<file path="config.mk">
export PLATFORM = sky130hd
export DESIGN_NAME = tx_module
export DESIGN_NICKNAME = d
export VERILOG_FILES = /design/src/rtl/tx_module.sv
export SDC_FILE = /design/constraint.sdc
export NUM_CORES = 1
export LEC_CHECK = 0
export BUFFER_PORTS_ARGS = -buffer_cell sky130_fd_sc_hd__buf_2
export CAP_MARGIN = 15
export CORE_MARGIN = 3
export CORE_UTILIZATION = 56
export DETAILED_ROUTE_END_ITERATION = 10
export GPL_TIMING_DRIVEN = 0
export PLACE_DENSITY = 0.86
export SYNTH_ARGS = -nofsm -noshare
export SYNTH_HDL_FRONTEND = slang
export SYNTH_SLANG_ARGS = --single-unit
</file>
<file path="constraint.sdc">
create_clock -name clk -period 3.2 [get_ports clk]
set_input_delay 0.16 -clock clk [delete_from_list [all_inputs] [get_ports clk]]
set_output_delay 0.16 -clock clk [all_outputs]
set_load 0.01 [all_outputs]
</file>
<file path="src/rtl/tx_module.sv">
// UART-style serial transmitter: start bit, 8 data bits LSB first, optional even parity, stop bit.
// Optional parity bit is enabled by defining TX_PARITY_EN.
module tx_module #(
    parameter int CLKS_PER_BIT = 1
) (
    input  logic       clk,
    input  logic       reset,
    input  logic       enable,
    input  logic [7:0] data_in,
    output logic       tx,
    output logic       busy
);

    // state  | meaning
    // IDLE   | line idle high, waiting for enable
    // START  | start bit (0) on the line
    // DATA   | data bits, shift_q[0] on the line, LSB first
    // PARITY | even parity of the latched word (TX_PARITY_EN only)
    // STOP   | stop bit (1); chains into START if enable is still high
`ifdef TX_PARITY_EN
    typedef enum logic [2:0] {
        IDLE   = 3'd0,
        START  = 3'd1,
        DATA   = 3'd2,
        PARITY = 3'd3,
        STOP   = 3'd4
    } state_t;
`else
    typedef enum logic [2:0] {
        IDLE   = 3'd0,
        START  = 3'd1,
        DATA   = 3'd2,
        STOP   = 3'd4
    } state_t;
`endif

    localparam int CW = (CLKS_PER_BIT > 1) ? $clog2(CLKS_PER_BIT) : 1;
    localparam logic [CW-1:0] CLK_LAST = CW'(CLKS_PER_BIT - 1);

    state_t          state_q, state_d;
    logic [CW-1:0]   clk_cnt_q, clk_cnt_d;
    logic [2:0]      bit_cnt_q, bit_cnt_d;
    logic [7:0]      shift_q, shift_d;
    logic            tx_q, tx_d;
    logic            busy_q, busy_d;
`ifdef TX_PARITY_EN
    logic            parity_q, parity_d;
`endif

    logic            bit_done;

    assign bit_done = (clk_cnt_q == CLK_LAST);
    assign tx       = tx_q;
    assign busy     = busy_q;

    always_ff @(posedge clk or negedge reset) begin
        if (!reset) begin
            state_q   <= IDLE;
            clk_cnt_q <= '0;
            bit_cnt_q <= '0;
            shift_q   <= '0;
            tx_q      <= 1'b1;
            busy_q    <= 1'b0;
        end else begin
            state_q   <= state_d;
            clk_cnt_q <= clk_cnt_d;
            bit_cnt_q <= bit_cnt_d;
            shift_q   <= shift_d;
            tx_q      <= tx_d;
            busy_q    <= busy_d;
        end
    end

`ifdef TX_PARITY_EN
    always_ff @(posedge clk or negedge reset) begin
        if (!reset) begin
            parity_q <= 1'b0;
        end else begin
            parity_q <= parity_d;
        end
    end
`endif

    // tx_d always carries the level of the bit being entered, so tx is a clean flop output.
    always_comb begin
        state_d   = state_q;
        clk_cnt_d = clk_cnt_q;
        bit_cnt_d = bit_cnt_q;
        shift_d   = shift_q;
        tx_d      = tx_q;
        busy_d    = busy_q;
`ifdef TX_PARITY_EN
        parity_d  = parity_q;
`endif

        case (state_q)
            IDLE: begin
                tx_d   = 1'b1;
                busy_d = 1'b0;
                if (enable) begin
                    state_d   = START;
                    shift_d   = data_in;
                    clk_cnt_d = '0;
                    bit_cnt_d = '0;
                    tx_d      = 1'b0;
                    busy_d    = 1'b1;
`ifdef TX_PARITY_EN
                    parity_d  = ^data_in;
`endif
                end
            end

            START: begin
                if (bit_done) begin
                    state_d   = DATA;
                    clk_cnt_d = '0;
                    bit_cnt_d = '0;
                    tx_d      = shift_q[0];
                end else begin
                    clk_cnt_d = clk_cnt_q + CW'(1);
                end
            end

            DATA: begin
                if (bit_done) begin
                    clk_cnt_d = '0;
                    if (bit_cnt_q == 3'd7) begin
`ifdef TX_PARITY_EN
                        state_d = PARITY;
                        tx_d    = parity_q;
`else
                        state_d = STOP;
                        tx_d    = 1'b1;
`endif
                    end else begin
                        bit_cnt_d = bit_cnt_q + 3'd1;
                        shift_d   = {1'b0, shift_q[7:1]};
                        tx_d      = shift_q[1];
                    end
                end else begin
                    clk_cnt_d = clk_cnt_q + CW'(1);
                end
            end

`ifdef TX_PARITY_EN
            PARITY: begin
                if (bit_done) begin
                    state_d   = STOP;
                    clk_cnt_d = '0;
                    tx_d      = 1'b1;
                end else begin
                    clk_cnt_d = clk_cnt_q + CW'(1);
                end
            end
`endif

            STOP: begin
                if (bit_done) begin
                    clk_cnt_d = '0;
                    bit_cnt_d = '0;
                    if (enable) begin
                        state_d  = START;
                        shift_d  = data_in;
                        tx_d     = 1'b0;
                        busy_d   = 1'b1;
`ifdef TX_PARITY_EN
                        parity_d = ^data_in;
`endif
                    end else begin
                        state_d = IDLE;
                        tx_d    = 1'b1;
                        busy_d  = 1'b0;
                    end
                end else begin
                    clk_cnt_d = clk_cnt_q + CW'(1);
                end
            end

            default: begin
                state_d   = IDLE;
                clk_cnt_d = '0;
                bit_cnt_d = '0;
                tx_d      = 1'b1;
                busy_d    = 1'b0;
            end
        endcase
    end

endmodule

</file>
# Yosys cells after proc, flatten, opt, wreduce, memory -nomap -nowiden

Cells that the tools add are included.

Word-level logic and storage cells: 59
Register bits: 17

Bitwise logic cells: 1
Add/sub/neg operators: 2
Equality and inequality tests: 11
Reductions and logical operators: 10
Mux-type cells: 29

Operators by type and width:

| operator                                                               | number |
|---|---|
| 8-bit 2-to-1 mux                                                       | 4 |
| 3-bit 2-to-1 mux                                                       | 9 |
| 8-bit case mux with 3 select lines                                     | 1 |
| 2-bit != test (second input constant)                                  | 7 |
| 3-bit case mux with 4 select lines                                     | 1 |
| 1-bit 2-to-1 mux                                                       | 10 |
| 3-bit case mux with 3 select lines                                     | 1 |
| 4-bit AND reduction                                                    | 2 |
| 3-bit equality test (second input constant)                            | 2 |
| 5-bit AND reduction                                                    | 1 |
| 1-bit case mux with 4 select lines                                     | 1 |
| 2-bit OR reduction                                                     | 2 |
| 3-bit by 1-bit adder with 3-bit output (second input constant)         | 1 |
| 3-bit by 1-bit equality test with 1-bit output (second input constant) | 1 |
| 3-bit by 2-bit equality test with 1-bit output (second input constant) | 1 |
| 3-bit zero test                                                        | 1 |
| 1-bit case mux with 3 select lines                                     | 1 |
| 3-bit AND reduction                                                    | 1 |
| 3-bit nonzero test                                                     | 1 |
| 3-bit OR reduction                                                     | 1 |
| 1-bit case mux with 2 select lines                                     | 1 |
| 2-bit AND reduction                                                    | 1 |
| 1-bit adder (second input constant)                                    | 1 |
| 1-bit NOT                                                              | 1 |

# Depth between registers and ports, before layout

Depth after elaboration: 4
Depth in mapped cells: 5
Depth with buffers taken out: 5

# Least setup slack after synthesis

OpenSTA, ideal clock, no wires.

Kind: reg2reg
Start point: reg bit_cnt_q[0]
End point: reg shift_q[0]
Period minus slack after synthesis: 1.884 ns
Setup time: 0.125 ns
Path buffers: 0
Stages on the path, launching flop included: 6
Required time: 3.075 ns
Path slack: 1.316 ns
Arrival: 1.759 ns
Path through: dfrtp_1 -> ha_1 -> ha_1 -> or3b_1 -> a21oi_4 -> mux2_2

Cells in the longest elaborated chain, start to end: 3

RTL lines:

| what                                 | RTL line | source |
|---|---|---|
| from (decl)                          | 42       | `logic [2:0] bit_cnt_q, bit_cnt_d;` |
| from (signal assigned)               | 67       | `bit_cnt_q <= bit_cnt_d;` |
| 3-bit equality test                  | 127      | `if (bit_cnt_q == 3'd7) begin` |
| 2-bit != test (no source line)       | -        |  |
| 4-bit AND reduction (no source line) | -        |  |
| to (signal assigned)                 | 68       | `shift_q <= shift_d;` |
| to (decl)                            | 43       | `logic [7:0] shift_q, shift_d;` |

Every way passes these cells.
A chain may end at the register's enable or synchronous reset.

# Worst setup path after layout

Same ends and word-level chain as after synthesis.

==> impl_metrics.py <==
metrics = {
    "clocking": {
        "cts_buffers": 3,
        "clock_net_sink_count": 16,
        "cts_root_buffer": "sky130_fd_sc_hd__clkbuf_4",
        "h-tree-depth": 1,
        "post_cts.resized_instances": 0,
        "post-cts-setup-buffers": 0,
        "worstSkewPairLatency_ns": 0.28,
        "clk_path_buf_depth": 2,
        "clk_pin_slew_ns": 0.09,
        "cts_tree": "built",
    },
    "floorplanning": {
        "initial_utilization": 0.647,
        "die_w_um": 43.0,
        "die_h_um": 43.0,
        "die_area_um2": 1850,
        "io_pins": 13,
        "design.core.area_um2": 1190,
        "floorplan.rows": 12,
    },
    "sta": {
        "final_max_slew_viol_count": 0,
        "setup-tns-final_ns": 0,
        "setup_repair_after_global_routing_missed_its_margin": "no",
        "timing.final.hold_violations": 0,
        "fin_worst_skew_ns": 0.00123,
        "worstMarginPinSlew_ns": 0.611,
        "timing_limited_maximum_frequency_mhz": 493,
        "worst_relative_slew_slack": 0.591,
        "setup-violations-final": 0,
        "min_period_ns": 2.03,
        "post-route-period-util": 0.634,
        "final_worst_setup_slack_ns": 1.17,
        "whs_ns": 0.0985,
    },
    "synth": {
        "synth_area_um2": 767,
        "synth_nets": 69,
        "post_synth.cell_area_avg_um2": 13.7,
        "yosysSeqAreaShare": 0.524,
        "synth.yosys.warnings": 0,
        "yosys-top-cells-area": "sky130_fd_sc_hd__dfrtp_1, sky130_fd_sc_hd__mux2_2, sky130_fd_sc_hd__dfstp_2",
        "synth.ff_latch_count": 16,
        "synth_async_sr_flop_share": 1.00,
        "post_synth_num_cell_types": 22,
        "synth_ff_type": "sky130_fd_sc_hd__dfrtp_1",
        "synth_top_area_share": 0.489,
        "post_synth_top_area_cell": "sky130_fd_sc_hd__dfrtp_1",
        "post_synth_most_frequent_cells": "sky130_fd_sc_hd__dfrtp_1, sky130_fd_sc_hd__mux2_2",
        "count_of_flip_flops_with_a_built_in_enable_after_synthesis": 0,
        "netlist_instances": 56,
    },
    "layout": {
        "final_layout_size_suffix_gt1_frac": 0.507,
        "area_delta_synth_final_pct": 16.1,
        "stdcell_area_um2": 891,
        "antenna-diode-count": 0,
        "fin_nets": 87,
        "non_filler_instance_count_after_layout": 87,
    },
    "route": {
        "routed_via_density": 5.62,
        "first_iter_violations": 7,
        "wire_per_inst_um": 14.0,
        "drc_markers": 0,
        "routed_wl_mm": 1.21,
        "routed-via-count": 489,
        "detail-route-antenna-nets": 0,
        "drtPass1Iterations": 4,
    },
    "grt": {
        "wire_length_of_the_first_global_routing_pass_mm": 2.24,
        "grt_antenna_before_repair": 0,
        "grt_overflow_total": 0,
        "grt_start_max_net_pins": 17,
        "grt_pass1_vias": 541,
        "globalRouteTotalUtil": 0.166,
    },
    "worst_setup_path": {
        "cp-start-kind": "flop",
        "worst_ep_required_time_ns": 3.38,
        "crit_path_max_fanout": 8,
        "critPathArrivalTime_ns": 2.21,
        "critPathKind": "reg -> reg",
        "crit_path_end_kind": "flop",
    },
    "status": {
        "run_status": "finished clean",
    },
    "place": {
        "numPortBuffers": 12,
        "detailedPlacementHpwl_um": 922,
        "placed_cell_area_um2": 845,
        "preCtsSetupSlack_ns": 1.17,
        "routabilityCongestion": 0.724,
        "numPlacedInstances": 82,
    },
    "power": {
        "combPwrFrac": 0.426,
        "power_density_nw_per_um2": 935,
        "vdd_drop_max_mv": 0.450,
        "clockPowerShare": 0.158,
        "static_leakage_nw": 0.420,
        "sequentialPowerShare": 0.416,
        "netSwitchingPower_w": 0.000260,
        "intPower_w": 0.000573,
        "swShare": 0.312,
    },
    "min_path": {
        "hp-class": "in -> reg",
    },
    "job": {
        "max_cap_violations": 0,
    },
}
==> worst max-delay path, cell delays in order, from the launching register on <==
cell and delay [ns]:
sky130_fd_sc_hd__dfrtp_1 0.40, sky130_fd_sc_hd__ha_1 0.20, sky130_fd_sc_hd__ha_1 0.22, sky130_fd_sc_hd__or3b_1 0.41, sky130_fd_sc_hd__a21oi_4 0.32, sky130_fd_sc_hd__mux2_2 0.38
==> power by group through the flow <==
| stage | sequential [W] | clock, W | combinational (W) |
|---|---|---|---|
| floorplan | 0.000343 | 0 | 0.000285 |
| global placement | 0.000345 | 0 | 0.000341 |
| detailed placement | 0.000352 | 0 | 0.000359 |
| CTS | 0.000347 | 0.000135 | 0.000362 |
| global route | 0.000359 | 0.000149 | 0.000393 |
| finish | 0.000346 | 0.000132 | 0.000355 |
==> final cells by class <==
cell class	instances	area, um2
fill	80	295
inverter	2	7.51
timing repair buffer	13	70.1
tap	14	17.5
sequential	16	402
multi-input combinational	37	347
clock buffer	4	36.3
buffer	1	11.3
==> routing by layer <==
| metal | wire [um] | global-route usage | share of wire |
|---|---|---|---|
| met2 | 623 | 0.287 | 0.51 |
| met3 | 52 | 0.0636 | 0.043 |
| met4 | 11 | 0.0542 | 0.0091 |
| met1 | 526 | 0.185 | 0.43 |
| met5 | 0 | 0 | 0 |
==> metrics by stage <==
step / power [W] / util
3_3_place_gp: 0.000686 / 0.712
3_5_place_dp: 0.000711 / 0.712
5_1_grt: 0.000902 / 0.751
2_1_floorplan: 0.000628 / -
6_report: 0.000833 / 0.751
4_1_cts: 0.000844 / 0.751
==> registers in the layout (all words and copies together), names as in the netlist <==
register / flops
state_q: 3
shift_q: 8
tx: 1
busy: 1
bit_cnt_q: 3
==> final timing paths <==
| kind | slack, ns | cells past startpoint | start | end |
|---|---|---|---|---|
| max in group asynchronous | 2.59 | 2 | reset | tx |
| worst min-delay path | 0.1 | 2 | data_in[7] | shift_q[7] |
| worst max-delay path | 1.17 | 5 | bit_cnt_q[0] | shift_q[0] |
| min in group asynchronous | 0.30 | 2 | reset | bit_cnt_q[2] |
| worst min register to register | 0.51 | 1 | shift_q[4] | shift_q[4] |
| worst max register to register | 1.17 | 5 | bit_cnt_q[0] | shift_q[0] |
==> layout by cell type (no fill, tap or decap) <==
cell / count
sky130_fd_sc_hd__and3_1: 1
sky130_fd_sc_hd__nor3b_2: 1
sky130_fd_sc_hd__and2_1: 1
sky130_fd_sc_hd__dfstp_2: 1
sky130_fd_sc_hd__or3b_1: 1
sky130_fd_sc_hd__ha_1: 2
sky130_fd_sc_hd__a31o_2: 1
sky130_fd_sc_hd__dfrtp_1: 15
sky130_fd_sc_hd__a21oi_1: 2
sky130_fd_sc_hd__nand2b_1: 2
sky130_fd_sc_hd__o22ai_1: 1
sky130_fd_sc_hd__a21oi_4: 1
sky130_fd_sc_hd__o2bb2ai_1: 1
sky130_fd_sc_hd__nor2b_1: 1
sky130_fd_sc_hd__mux2_2: 15
sky130_fd_sc_hd__buf_6: 1
sky130_fd_sc_hd__clkbuf_4: 3
sky130_fd_sc_hd__dlygate4sd3_1: 1
sky130_fd_sc_hd__or3b_2: 1
sky130_fd_sc_hd__or2b_1: 1
sky130_fd_sc_hd__a22o_1: 2
sky130_fd_sc_hd__nor2_1: 2
sky130_fd_sc_hd__clkbuf_8: 1
sky130_fd_sc_hd__xor2_1: 1
sky130_fd_sc_hd__buf_2: 12
sky130_fd_sc_hd__inv_1: 2
==> logic make-up after synthesis <==
logic type               count (synthesis)  synth area share
adder cells (fa/ha/maj)                  2            0.0326
multiplexers                            15             0.220
AND/OR/NAND/NOR                         11            0.0995
AO/OA/AOI/OAI                            8            0.0881
XOR/XNOR                                 1            0.0114
flip-flops                              16             0.524
buffers and inverters                    3            0.0245
==> timing repair <==
action,4_1_cts,5_1_grt
endpoints found under the hold margin,15,0
hold buffers,1,0
endpoints found under the setup margin,0,0
Note: power is estimated with default switching activity, not from simulation.
